--- src/rtl/alu_cmd_pkg.sv ---
// Shared opcodes, FSM state encoding and the ALU evaluation function for the
// ALU command responder. Optional result flags: ALU_RSP_FLAGS_EN.
package alu_cmd_pkg;

  localparam int unsigned ALU_W = 2;
  localparam int unsigned RES_W = 2 * ALU_W;

  localparam logic [2:0] OP_ADD  = 3'b000;
  localparam logic [2:0] OP_SUB  = 3'b001;
  localparam logic [2:0] OP_AND  = 3'b010;
  localparam logic [2:0] OP_OR   = 3'b011;
  localparam logic [2:0] OP_XOR  = 3'b100;
  localparam logic [2:0] OP_NOTA = 3'b101;
  localparam logic [2:0] OP_SHL  = 3'b110;
  localparam logic [2:0] OP_MUL  = 3'b111;

  localparam logic [1:0] ST_EMPTY  = 2'd0;
  localparam logic [1:0] ST_ACTIVE = 2'd1;
  localparam logic [1:0] ST_FULL   = 2'd2;

  typedef struct packed {
    logic             carry;
    logic [RES_W-1:0] y;
  } alu_res_t;

  // Evaluated one bit wider than the result so bit RES_W carries the
  // carry-out (ADD/MUL) or the borrow (SUB).
  function automatic alu_res_t alu_eval(input logic [ALU_W-1:0] a,
                                        input logic [ALU_W-1:0] b,
                                        input logic             cin,
                                        input logic [2:0]       sel);
    logic [RES_W:0] ea;
    logic [RES_W:0] eb;
    logic [RES_W:0] ec;
    logic [RES_W:0] wide;
    alu_res_t       r;
    ea = '0;
    eb = '0;
    ec = '0;
    ea[ALU_W-1:0] = a;
    eb[ALU_W-1:0] = b;
    ec[0]         = cin;
    wide          = '0;
    case (sel)
      OP_ADD:  wide = ea + eb + ec;
      OP_SUB:  wide = ea - eb - ec;
      OP_AND:  wide = ea & eb;
      OP_OR:   wide = ea | eb;
      OP_XOR:  wide = ea ^ eb;
      OP_NOTA: wide[ALU_W-1:0] = ~a;
      OP_SHL:  wide = ea << b;
      default: wide = ea * eb;
    endcase
    r.y     = wide[RES_W-1:0];
    r.carry = ((sel == OP_ADD) || (sel == OP_SUB) || (sel == OP_MUL)) ? wide[RES_W] : 1'b0;
    return r;
  endfunction

endpackage

--- src/rtl/alu_cmd_responder_if.sv ---
// Command/response bus of the ALU command responder. With ALU_RSP_FLAGS_EN
// defined the response also carries rsp_carry and rsp_zero.
interface alu_cmd_responder_if #(
  parameter int unsigned W     = 2,
  parameter int unsigned CNT_W = 16
);
  // Both channels are valid/ready: a transfer happens on a rising edge where
  // valid && ready; the sender holds its payload stable while valid && !ready,
  // and ready never depends combinationally on valid.
  logic             cmd_valid;
  logic             cmd_ready;
  logic [W-1:0]     cmd_a;
  logic [W-1:0]     cmd_b;
  logic             cmd_cin;
  logic [2:0]       cmd_sel;
  logic             rsp_valid;
  logic             rsp_ready;
  logic [2*W-1:0]   rsp_y;
  logic [CNT_W-1:0] op_count;
`ifdef ALU_RSP_FLAGS_EN
  logic             rsp_carry;
  logic             rsp_zero;

  modport master (output cmd_valid, cmd_a, cmd_b, cmd_cin, cmd_sel, rsp_ready,
                  input  cmd_ready, rsp_valid, rsp_y, op_count, rsp_carry, rsp_zero);
  modport slave  (input  cmd_valid, cmd_a, cmd_b, cmd_cin, cmd_sel, rsp_ready,
                  output cmd_ready, rsp_valid, rsp_y, op_count, rsp_carry, rsp_zero);
`else
  modport master (output cmd_valid, cmd_a, cmd_b, cmd_cin, cmd_sel, rsp_ready,
                  input  cmd_ready, rsp_valid, rsp_y, op_count);
  modport slave  (input  cmd_valid, cmd_a, cmd_b, cmd_cin, cmd_sel, rsp_ready,
                  output cmd_ready, rsp_valid, rsp_y, op_count);
`endif
endinterface

--- src/rtl/alu_rsp_fifo.sv ---
// Generic synchronous FIFO with occupancy count; push at full is accepted
// when a pop happens in the same cycle. Read data is zero while empty.
module alu_rsp_fifo #(
  parameter int unsigned WIDTH = 4,
  parameter int unsigned DEPTH = 4
) (
  input  logic                     clk,
  input  logic                     rst_n,
  input  logic                     push,
  input  logic [WIDTH-1:0]         wdata,
  input  logic                     pop,
  output logic [WIDTH-1:0]         rdata,
  output logic [$clog2(DEPTH):0]   count,
  output logic                     full,
  output logic                     empty
);
  localparam int unsigned AW     = $clog2(DEPTH);
  localparam logic [AW:0]   CNT_MAX = (AW+1)'(DEPTH);
  localparam logic [AW:0]   CNT_ONE = (AW+1)'(1);
  localparam logic [AW-1:0] PTR_ONE = AW'(1);

  logic [WIDTH-1:0] mem [DEPTH];
  logic [AW-1:0]    wr_ptr;
  logic [AW-1:0]    rd_ptr;
  logic             do_push;
  logic             do_pop;

  assign full    = (count == CNT_MAX);
  assign empty   = (count == '0);
  assign do_pop  = pop && !empty;
  assign do_push = push && (!full || do_pop);
  assign rdata   = empty ? '0 : mem[rd_ptr];

  always_ff @(posedge clk) begin
    if (do_push) mem[wr_ptr] <= wdata;
  end

  // Pointers wrap naturally because DEPTH is a power of two.
  always_ff @(posedge clk or negedge rst_n) begin
    if (!rst_n) begin
      wr_ptr <= '0;
      rd_ptr <= '0;
      count  <= '0;
    end else begin
      if (do_push) wr_ptr <= wr_ptr + PTR_ONE;
      if (do_pop)  rd_ptr <= rd_ptr + PTR_ONE;
      case ({do_push, do_pop})
        2'b10:   count <= count + CNT_ONE;
        2'b01:   count <= count - CNT_ONE;
        default: count <= count;
      endcase
    end
  end
endmodule

--- src/rtl/alu_cmd_responder.sv ---
// Handshaked ALU command responder: register stage, ALU evaluation, response
// FIFO and saturating pop counter. Optional flags via ALU_RSP_FLAGS_EN.
module alu_cmd_responder
  import alu_cmd_pkg::*;
#(
  parameter int unsigned W     = ALU_W,  // alu_eval is sized by ALU_W; keep them equal
  parameter int unsigned DEPTH = 4,
  parameter int unsigned CNT_W = 16
) (
  input  logic                clk,
  input  logic                rst_n,
  alu_cmd_responder_if.slave  bus,
  output logic [1:0]          dbg_state
);
  localparam int unsigned AW = $clog2(DEPTH);
`ifdef ALU_RSP_FLAGS_EN
  localparam int unsigned FW = 2*W + 2;
`else
  localparam int unsigned FW = 2*W;
`endif
  localparam logic [AW+1:0] CREDIT_MAX = (AW+2)'(DEPTH);

  logic             ready_en;
  logic             stage_valid;
  logic [W-1:0]     stage_a;
  logic [W-1:0]     stage_b;
  logic             stage_cin;
  logic [2:0]       stage_sel;
  logic             accept;
  logic             pop_fire;
  logic             fifo_full;
  logic             fifo_empty;
  logic [AW:0]      fifo_count;
  logic [AW+1:0]    credit_used;
  logic [FW-1:0]    fifo_wdata;
  logic [FW-1:0]    fifo_rdata;
  logic [CNT_W-1:0] op_cnt_q;
  alu_res_t         res;

  // Credit covers the stage register too, so a staged result always has a
  // free FIFO slot and ready depends on registered state only.
  assign credit_used   = {1'b0, fifo_count} + {{(AW+1){1'b0}}, stage_valid};
  assign bus.cmd_ready = ready_en && (credit_used < CREDIT_MAX);
  assign accept        = bus.cmd_valid && bus.cmd_ready;
  assign pop_fire      = bus.rsp_valid && bus.rsp_ready;

  always_ff @(posedge clk or negedge rst_n) begin
    if (!rst_n) ready_en <= 1'b0;
    else        ready_en <= 1'b1;
  end

  always_ff @(posedge clk or negedge rst_n) begin
    if (!rst_n) begin
      stage_valid <= 1'b0;
      stage_a     <= '0;
      stage_b     <= '0;
      stage_cin   <= 1'b0;
      stage_sel   <= '0;
    end else begin
      stage_valid <= accept;
      if (accept) begin
        stage_a   <= bus.cmd_a;
        stage_b   <= bus.cmd_b;
        stage_cin <= bus.cmd_cin;
        stage_sel <= bus.cmd_sel;
      end
    end
  end

  assign res = alu_eval(stage_a, stage_b, stage_cin, stage_sel);

`ifdef ALU_RSP_FLAGS_EN
  assign fifo_wdata = {res.carry, (res.y == '0), res.y};
`else
  assign fifo_wdata = res.y;
`endif

  alu_rsp_fifo #(
    .WIDTH (FW),
    .DEPTH (DEPTH)
  ) u_fifo (
    .clk   (clk),
    .rst_n (rst_n),
    .push  (stage_valid),
    .wdata (fifo_wdata),
    .pop   (bus.rsp_ready),
    .rdata (fifo_rdata),
    .count (fifo_count),
    .full  (fifo_full),
    .empty (fifo_empty)
  );

  assign bus.rsp_valid = !fifo_empty;
  assign bus.rsp_y     = fifo_rdata[2*W-1:0];
`ifdef ALU_RSP_FLAGS_EN
  assign bus.rsp_zero  = fifo_rdata[2*W];
  assign bus.rsp_carry = fifo_rdata[2*W+1];
`endif

  always_ff @(posedge clk or negedge rst_n) begin
    if (!rst_n)                         op_cnt_q <= '0;
    else if (pop_fire && !(&op_cnt_q))  op_cnt_q <= op_cnt_q + CNT_W'(1);
  end
  assign bus.op_count = op_cnt_q;

  always_comb begin
    dbg_state = ST_ACTIVE;
    if ((fifo_count == '0) && !stage_valid)       dbg_state = ST_EMPTY;
    else if (fifo_full || (credit_used == CREDIT_MAX)) dbg_state = ST_FULL;
  end
endmodule

--- src/flat_wrapper.sv ---
// flat-port wrapper written by rule: the top's interface ports become plain ports
module alu_cmd_responder_flat import alu_cmd_pkg::*;
#(
  parameter int unsigned W     = ALU_W,                                                
  parameter int unsigned DEPTH = 4,
  parameter int unsigned CNT_W = 16
)
  (clk, rst_n, dbg_state, bus_cmd_valid, bus_cmd_a, bus_cmd_b, bus_cmd_cin, bus_cmd_sel, bus_rsp_ready, bus_cmd_ready, bus_rsp_valid, bus_rsp_y, bus_op_count);
  alu_cmd_responder_if #(.W(W), .CNT_W(CNT_W)) bus_i ();
  input  logic clk;
  input  logic rst_n;
  output logic [1:0] dbg_state;
  input wire logic [$bits(bus_i.cmd_valid)-1:0] bus_cmd_valid;
  input wire logic [$bits(bus_i.cmd_a)-1:0] bus_cmd_a;
  input wire logic [$bits(bus_i.cmd_b)-1:0] bus_cmd_b;
  input wire logic [$bits(bus_i.cmd_cin)-1:0] bus_cmd_cin;
  input wire logic [$bits(bus_i.cmd_sel)-1:0] bus_cmd_sel;
  input wire logic [$bits(bus_i.rsp_ready)-1:0] bus_rsp_ready;
  output wire logic [$bits(bus_i.cmd_ready)-1:0] bus_cmd_ready;
  output wire logic [$bits(bus_i.rsp_valid)-1:0] bus_rsp_valid;
  output wire logic [$bits(bus_i.rsp_y)-1:0] bus_rsp_y;
  output wire logic [$bits(bus_i.op_count)-1:0] bus_op_count;
  assign bus_i.cmd_valid = bus_cmd_valid;
  assign bus_i.cmd_a = bus_cmd_a;
  assign bus_i.cmd_b = bus_cmd_b;
  assign bus_i.cmd_cin = bus_cmd_cin;
  assign bus_i.cmd_sel = bus_cmd_sel;
  assign bus_i.rsp_ready = bus_rsp_ready;
  assign bus_cmd_ready = bus_i.cmd_ready;
  assign bus_rsp_valid = bus_i.rsp_valid;
  assign bus_rsp_y = bus_i.rsp_y;
  assign bus_op_count = bus_i.op_count;
  alu_cmd_responder #(.W(W), .DEPTH(DEPTH), .CNT_W(CNT_W)) u_core (.clk(clk), .rst_n(rst_n), .bus(bus_i), .dbg_state(dbg_state));
endmodule
--- config.mk ---
export PLATFORM = sky130hd
export DESIGN_NAME = alu_cmd_responder_flat
export DESIGN_NICKNAME = d
export VERILOG_FILES = /design/src/rtl/alu_cmd_pkg.sv /design/src/rtl/alu_cmd_responder_if.sv /design/src/rtl/alu_rsp_fifo.sv /design/src/rtl/alu_cmd_responder.sv /design/src/flat_wrapper.sv
export SDC_FILE = /design/constraint.sdc
export NUM_CORES = 1
export LEC_CHECK = 0
export CELL_PAD_IN_SITES_DETAIL_PLACEMENT = 1
export CELL_PAD_IN_SITES_GLOBAL_PLACEMENT = 2
export CORE_ASPECT_RATIO = 0.9
export CORE_MARGIN = 5
export CORE_UTILIZATION = 26
export CTS_CLUSTER_DIAMETER = 80
export CTS_CLUSTER_SIZE = 25
export DETAILED_ROUTE_END_ITERATION = 10
export PLACE_DENSITY_LB_ADDON = 0.1
export SYNTH_ARGS = -nofsm -noshare
export SYNTH_HDL_FRONTEND = slang
export SYNTH_SLANG_ARGS = --single-unit
--- constraint.sdc ---
create_clock -name clk -period 3.2 [get_ports clk]
set_clock_uncertainty 0.1 [all_clocks]
set_input_delay 0.48 -clock clk [delete_from_list [all_inputs] [get_ports clk]]
set_output_delay 0.48 -clock clk [all_outputs]
set_load 0.01 [all_outputs]
After elaboration in Yosys (flattened, before gate mapping) --
Memory sizes are Yosys's and may differ from the RTL's. Index checks and enable logic that the tools add are counted.
Operators by class: divide/modulo/power cells 0, mux-type cells 8, bitwise operators 4, magnitude comparators 1, equality and inequality tests 10, reduce and logical (&&, ||, !) cells 16, add/sub/neg operators 10, multipliers 1, shift operators 1
Operators with widths (count):
- $pmux W2 S7 | 2
- $add A16 B1 Y16 const B | 1
- $reduce_and A16 Y1 | 1
- $eq A3 B3 Y1 const B | 4
- $eq A3 B2 Y1 const B | 2
- $logic_and A1 B1 Y1 | 6
- $logic_not A3 Y1 | 2
- $pmux W3 S2 | 1
- $add A2 B1 Y2 const B | 2
- $add A3 B1 Y4 | 1
- $add A4 B1 Y4 | 1
- $eq A4 B3 Y1 const B | 1
- $logic_not A1 Y1 | 4
- $lt A4 B3 Y1 const B | 1
- $mul A2 B2 Y4 | 1
- $mux W2 | 2
- $mux W4 | 1
- $shl A2 B2 Y4 | 1
- $sub A4 B1 Y4 | 1
- $add A2 B2 Y3 | 1
- $add A3 B1 Y3 const B | 1
- $eq A3 B1 Y1 const B | 1
- $sub A2 B2 Y3 | 1
- $sub A3 B1 Y3 const B | 1
- other kinds (9) | 11
Storage, ports and cells: register bits 33, ROM bits 0, memories 1, word-level logic and storage cells 62, RAM bits 16, bits in latches 0
Memory list:
- u_core.u_fifo.mem | words 4, bits a word 4, read ports 1, clocked after Yosys merged registers in 0, write ports 1, line alu_rsp_fifo.sv:22 | logic [WIDTH-1:0] mem [DEPTH];

Logic depth before layout (Yosys ltp) --
Gate-level depths: netlist of the first run.
depth in word-level cells 7, depth in mapped cells 9

By module --
A second synthesis of the first run with hierarchy kept.
Second synthesis, totals: cell total of the unflattened synthesis 243, area, all modules 2855.2 um^2
By module, submodules not included:
- alu_cmd_responder | area each 1731.7 um^2, times used 1, cells each 164
- alu_rsp_fifo | area each 1123.6 um^2, times used 1, cells each 79

Least setup slack after synthesis of the first run --
No wires, ideal clock.
path kind flip-flop to output port, start point reg u_core.u_fifo.count[0], end point out dbg_state[1], slack 956 ps, arrival 1664 ps, cell stages (with the launch flop) 7, data required time 2620 ps, cells stage by stage dfrtp_1 ha_1 ha_1 o31ai_1 a21oi_1 o21ai_0 o21a_1
On the way: word-level cells in the longest chain between the ends 5, elaborated cells on any way between the ends 8
Ends and longest elaborated chain:
- start: declaration | line alu_rsp_fifo.sv:13 | output logic [$clog2(DEPTH):0] count,
- start signal: assignment | line alu_rsp_fifo.sv:48 | 2'b10: count <= count + CNT_ONE;
- start signal: assignment | line alu_rsp_fifo.sv:49 | 2'b01: count <= count - CNT_ONE;
- start signal: assignment | line alu_rsp_fifo.sv:50 | default: count <= count;
- $add A3 B1 Y4 | line alu_cmd_responder.sv:42 | assign credit_used = {1'b0, fifo_count} + {{(AW+1){1'b0}}, stage_valid};
- $eq A4 B3 Y1 | line alu_cmd_responder.sv:109 | else if (fifo_full || (credit_used == CREDIT_MAX)) dbg_state = ST_FULL;
- $logic_or A1 B1 Y1 | line alu_cmd_responder.sv:109
- $mux W2 | line alu_cmd_responder.sv:109
- $mux W2 * | line alu_cmd_responder.sv:108 | if ((fifo_count == '0) && !stage_valid) dbg_state = ST_EMPTY;
- end: declaration | line flat_wrapper.sv:12 | output logic [1:0] dbg_state;
Mark *: on every way between the ends. The rest lies on a longest branch, timed or not.

Worst setup path after layout of the first run --
Same ends and word-level chain as after synthesis.

==> results of run 1 <==
-- worst min-delay path by stage --
stage	endpoint	depth (start not counted)	slack, ns
after global routing	u_core.bus.op_count[14]	1	0.45
after detailed placement	u_core.bus.op_count[14]	1	0.42
after global placement	u_core.bus.op_count[11]	1	0.42
after floorplan	u_core.bus.op_count[0]	0	0.08
final	u_core.bus.op_count[11]	1	0.42
after CTS	u_core.bus.op_count[14]	1	0.43
-- cells in the final DEF (no fill, tap or decap), types with 2 or more instances in the layout --
cell type and count:
clkdlybuf4s50_1 35, dfrtp_1 32, inv_1 23, ha_1 20
edfxtp_1 16, nor2_1 15, xnor2_1 13, nand2_1 12
and2_1 11, mux2_2 10, a21oi_1 7, o21ai_0 6
nand3_1 5, mux4_2 5, xor2_1 5, clkbuf_16 5
nand4_1 4, nor3_1 4, mux2i_1 3, mux2_1 3
and4_1 3, fa_1 3, o31ai_1 2, nor4_1 2
a221oi_1 2, o21a_1 2, nand4_2 2, o2111ai_1 2
buf_4 2
-- cell families (layout without fill, tap and decap cells) --
family / Yosys count / in the layout
AO/OA/AOI/OAI: 30 / 30
XOR/XNOR: 18 / 18
adder cells (fa/ha/maj): 23 / 23
buffers and inverters: 28 / 68
flip-flops: 49 / 49
multiplexers: 21 / 21
other: 1 / 1
AND/OR/NAND/NOR: 70 / 70
-- per-stage QoR --
| step | utilization (%) | setup slack, ns | std cells | hold WS (ns) |
|---|---|---|---|---|
| final | 33.3 | 0.119 | 409 | 0.423 |
| after detailed placement | 31.7 | 0.316 | 400 | 0.421 |
| after floorplan | - | 0.956 | 240 | 0.0844 |
| after CTS | 33.1 | 0.0157 | 408 | 0.432 |
| after global placement | 31.7 | 0.385 | 400 | 0.420 |
| after global routing | 33.3 | -0.00194 | 409 | 0.451 |
-- timing repair --
| action | in CTS | in global routing |
|---|---|---|
| pin swaps | 0 | 2 |
| setup buffers | 0 | 1 |
| endpoints found under the setup margin | 1 | 2 |
| resized for setup | 1 | 2 |
| hold buffers | 0 | 0 |
-- layer usage --
layer	up-vias	global-route usage [%]	share of wire, %	wire (microns)
li1	933	-	-	-
met1	937	14.8	52	3290
met2	27	16.3	44	2790
met3	2	2.35	3.6	229
met4	0	2.73	0.50	32
met5	-	0	0	0
-- sequential cells by signal, indices dropped and copies added (netlist names) --
signal                cells
u_core.u_fifo.wr_ptr      2
u_core.stage_sel          3
u_core.u_fifo.mem        16
u_core.stage_b            2
u_core.stage_a            2
u_core.bus.op_count      16
u_core.stage_cin          1
u_core.u_fifo.count       3
u_core.stage_valid        1
u_core.u_fifo.rd_ptr      2
u_core.ready_en           1
-- worst max-delay path, cell delays in order (launching register included) --
cell and delay, ns:
dfrtp_2 0.45, ha_1 0.25, ha_1 0.33, o31ai_1 0.26, a21oi_1 0.10, o21ai_1 0.18
o21a_1 0.14, clkdlybuf4s50_1 0.53
-- layout make-up --
| class | count | share of cell area [%] |
|---|---|---|
| clock buffer | 5 | 3.62 |
| clock inverter | 3 | 0.725 |
| inverter | 23 | 2.50 |
| multi-input combinational | 163 | 40.0 |
| sequential | 49 | 37.9 |
| tap | 129 | 4.67 |
| timing repair buffer | 37 | 10.6 |
-- power by group --
group,switching (mW),internal [mW],leakage (nW)
clock network,0.240,0.294,0.0704
logic,0.746,0.788,0.798
registers,0.276,0.888,0.552
total,1.26,1.97,1.42
==> impl_results.md, run 1 <==
- Post-Syn Area: 2790 sq um
- P&R area growth vs syn: 23.8%
- Die W: around 120 microns
- Htree depth: 2
- Post-DP HPWL: ~4.8 mm
- I/O pins: 36
- Clk buf depth: 2
- Final max-slew violation count: 0
- Area of the multi-input gates: around 1400 sq um
- Top-count cell post-synth: dfrtp_1
- Worst EP required: 2.62 ns
- Asr flop ratio synth: 67.3%
- EDFF count, synth: 16
- Wirelength per Cell: roughly 16 microns
- Yosys warns: 0
- RR Endpoint: u_core.stage_cin
- Largest family of logic cells by synthesized area: simple AND/OR/NAND/NOR gates
- PortBufs: 35
- Drc violations: 0
- Die Height: ~110 microns
- Worst rel slew slack: between 50% and 60%
- Synth area leader: dfrtp_1
- Critical path class: flip-flop to output port
- DP Area: around 3300 sq um
- HP Class: flip-flop to flip-flop
- Antenna diode count: 0
- Seq cells post-synth: 49
- Period utilization: 96.3%
- Post-synthesis simple-gate area fraction: between 10 and 15%
- Worst reg2reg setup slack: roughly 0.71 ns
- Row cnt: 35
- Antenna violations before repair: 0
- Synth top area cells: dfrtp_1 (30%), edfxtp_1 (17%), ha_1 (9.0%)
- Initial Util: 26.9%
- Crit path max fanout: 5
- Post-Synthesis Cells: 240
- LEAKAGE: ~1.4 nW
- Number of buffers created by CTS: 5
- Antenna viol nets, final: 0
- Number of fillers in the final layout: approximately 1,100
- Root Buffer Master: clkbuf_16
- Power Density: between 900 and 1000 nW/um^2
- Clock Sink Count: 49
- WL final: between 6 and 7 mm
- Startpoint Class: flip-flop
- Crit path from: u_core.u_fifo.count[0]
- Mapped Nets: around 280
- Layout cells sized above 1: 12.1%
- Fmax: 325 MHz
- Status: complete, no violations
- Min Tclk post-route: around 3.1 ns
- Total core area: 10,400 sq um
- Clock insertion delay at the later pin of the skew report: approximately 0.29 ns
- Crit path capture: dbg_state[1]
- Ys flop type: dfrtp_1
- CP arrival: approximately 2.5 ns
- Total power draw: roughly 3.2 mW
- Overflow left after global routing: 0
- Global-route wire length before repair: between 10 and 15 mm
- Via count of the first global-routing pass: a little over 2,000
- DR iter-0 viols: 40
- GP Congestion: about 0.73
- Nets@finish: 314
- DR vias/cell: between 4 and 5
- Clk slew on worst S/H paths: 0.07 ns
- Largest net degree at the start of global routing: 34
- DIE AREA: about 13,000 sq um
- Register area share after synthesis: between 40% and 50%
- Setup TNS: 0 ns
- Synth unique cells: 48
- Post-synthesis xor/xnor area fraction: approximately 5.7%
- MaxCap Viol Count: 0
- Max IR drop VDD: 0.000333 V
- Reg2reg start: u_core.u_fifo.count[0]
- Setup crit end kind: output port
- CTS tree: built
- Final setup violation count: 0
- Hold Vio Cnt, Final: 0
- Synth top area share: ~30%
- GRT Util Overall: between 10% and 20%
- Synth Area in Compound Gates: just under 8%
- Worst r2r path cells: 6
- First-pass DRT Iterations: 4
- Mean Syn Cell Area: 11.6 sq um
- FF/Latch Area: between 1000 and 1500 sq um
- Via count: 1,899
- Mux cell area share after synthesis: between 10 and 15%
- Commonest cells post-synth: dfrtp_1 (33), inv_1 (23), ha_1 (20), edfxtp_1 (16), nor2_1 (15)
- Hold Crit Start: u_core.bus.op_count[11]
- Post-Synth Adder-Cell Area: between 10% and 20%
- Worst Tran Pin Value: between 0.6 and 0.7 ns
- Final instance area: 3450 sq um
Note: power is estimated with default switching activity, not from simulation.
==> run 2: changes to the inputs <==
--- a/config.mk
+++ b/config.mk
@@ -10,6 +10,7 @@
 export CORE_ASPECT_RATIO = 0.9
 export CORE_MARGIN = 5
 export CORE_UTILIZATION = 26
+export CTS_BUF_LIST = sky130_fd_sc_hd__clkbuf_4 sky130_fd_sc_hd__clkbuf_8
 export CTS_CLUSTER_DIAMETER = 80
 export CTS_CLUSTER_SIZE = 25
 export DETAILED_ROUTE_END_ITERATION = 10
==> run 2 against run 1 <==
Against the previous run: via count grew 0.37%; sequential power is essentially flat; worst setup slack gained 0.046 ns; non-clock buffer count is the same; critical path type unchanged; largest cell class unchanged.
==> impl_results.md, run 2 (synthesis gave the netlist of run 1 again) <==
- LEAKAGE: roughly 1.4 nW
- Clock power frac: roughly an eighth
- GP Congestion: approximately 0.73
- Max IR drop VDD: roughly 0.00033 V
- Final Instance Count excl. Fillers: 409
- DP Area: between 3000 and 4000 sq um
- Drc violations: 0
- DIE AREA: between 10,000 and 15,000 sq um
- Htree depth: 2
- Layout cells sized above 1: roughly an eighth
- CP arrival: approximately 2.5 ns
- Initial Util: 26.9%
- Hold Vio Cnt, Final: 0
- First-pass DRT Iterations: 4
- DR iter-0 viols: 38
- MaxCap Viol Count: 0
- Fmax: 329 MHz
- Via count of the first global-routing pass: 2,028
- # hold bufs at CTS: 0
- Comb pwr share: 50.0%
- Sw Ratio: between 40% and 50%
- Final setup margin: between 0.15 and 0.2 ns
- Total core area: a little over 10,000 sq um
- Clock Sink Count: between 40 and 50
- Wirelength per Cell: roughly 16 microns
- Period utilization: a little over nine tenths
- Antenna violations before repair: 0
- Power Density: between 900 and 1000 nW/um^2
- Row cnt: 35
- Antenna viol nets, final: 0
- Worst EP required: about 2.6 ns
- Status: complete, no violations
- Via count: 1,906
- Final setup violation count: 0
- Final instance area: 3410 sq um
- CTS tree: built
- Worst Tran Pin Value: about 0.63 ns
- HP Class: flip-flop to flip-flop
- Clk slew on worst S/H paths: 0.10 ns
- Largest net degree at the start of global routing: 34
- Final max-slew violation count: 0
- Number of fillers in the final layout: roughly 1,100
- Total power draw: between 3 and 4 mW
- Nets@finish: between 300 and 400
- Clk buf depth: 2
- Cells after DPL: 400
- Unrepaired setup endpoints after global routing: false
- Place WS: approximately 0.32 ns
- Clock insertion delay at the later pin of the skew report: between 0.3 and 0.4 ns
- Commonest non-fill, non-tap cells in the layout: clkdlybuf4s50_1 (35), dfrtp_1 (32), inv_1 (23), ha_1 (19), edfxtp_1 (16)
- Die W: ~120 microns
- Crit path max fanout: 5
- Number of buffers created by CTS: 5
- Post-DP HPWL: 4.84 mm
- Sequential share of power: approximately 38%
- Internal: 1.84 mW
- Min Tclk post-route: ~3.0 ns
- I/O pins: 36
- Sw Pwr: 1.25 mW
- Setup TNS: 0 ns
- Root Buffer Master: clkbuf_8
- Overflow left after global routing: 0
- DR vias/cell: between 4 and 5
- GRT Util Overall: a little over a tenth
- Global-route wire length before repair: ~11 mm
- Setup crit end kind: output port
- Antenna diode count: 0
- PortBufs: 35
- Die Height: 108 microns
- WL final: between 6 and 7 mm
- P&R area growth vs syn: 22.2%
- Commonest non-fill, non-tap cell in the layout: clkdlybuf4s50_1
- Startpoint Class: flip-flop
- Worst rel slew slack: 57.3%
- Critical path class: flip-flop to output port
-- run 2: cell counts in the layout (fill, tap and decap cells not counted) --
No cell type changed its count.
-- run 2: final timing paths --
check | cells after the start | endpoint | slack, ns | from
max | 7 | dbg_state[1] | 0.17 | u_core.u_fifo.count[0]
min | 1 | u_core.bus.op_count[11] | 0.43 | u_core.bus.op_count[11]
max reg2reg | 9 | u_core.u_fifo.mem[2][1] | 0.72 | u_core.stage_a[0]
min reg2reg | 1 | u_core.bus.op_count[11] | 0.43 | u_core.bus.op_count[11]
max in group asynchronous | 2 | u_core.u_fifo.count[0] | 2.18 | rst_n
min in group asynchronous | 2 | u_core.bus.op_count[11] | 0.47 | rst_n
-- run 2: per-layer routing --
| metal | up-vias | GRT usage [%] | wire (microns) |
|---|---|---|---|
| met1 | 939 | 14.8 | 3230 |
| met2 | 33 | 16.5 | 2820 |
| met3 | 2 | 2.35 | 259 |
| met4 | 0 | 2.23 | 35 |
| li1 | 932 | - | - |
| met5 | - | 0 | 0 |
-- run 2: stage by stage --
step | utilization [%] | hold WS (ns)
floorplan | - | 0.0844
global placement | 31.7 | 0.420
detailed placement | 31.7 | 0.421
CTS | 32.6 | 0.437
global route | 32.9 | 0.457
finish | 32.9 | 0.428
-- run 2: critical path: stages, from the launching register on --
cell             delay [ns]
dfrtp_2                0.46
ha_1                   0.27
ha_4                   0.24
o31ai_1                0.24
a21oi_1                0.09
o21ai_1                0.17
o21a_1                 0.14
clkdlybuf4s50_1        0.53
-- run 2: area by class of cell --
class | instances | area (sq um) | share of cell area [%]
sequential | 49 | 1310 | 38.3
clock inverter | 3 | 25.0 | 0.734
clock buffer | 5 | 68.8 | 2.02
multi-input combinational | 163 | 1400 | 40.9
tap | 129 | 161 | 4.73
inverter | 23 | 86.3 | 2.53
timing repair buffer | 37 | 365 | 10.7
-- run 2: power by group through the flow --
stage          combinational (mW)  clock, mW  sequential (mW)
3_5_place_dp                 1.54          0             1.19
6_report                     1.54      0.383             1.16
2_1_floorplan                1.07          0             1.07
4_1_cts                      1.55      0.407             1.18
5_1_grt                      1.75      0.434             1.21
3_3_place_gp                 1.52          0             1.18
-- run 2: repair_timing --
item,4_1_cts,5_1_grt
pin swaps,0,2
gates resized for setup,2,2
setup buffers,0,1
endpoints found under the setup margin,1,1
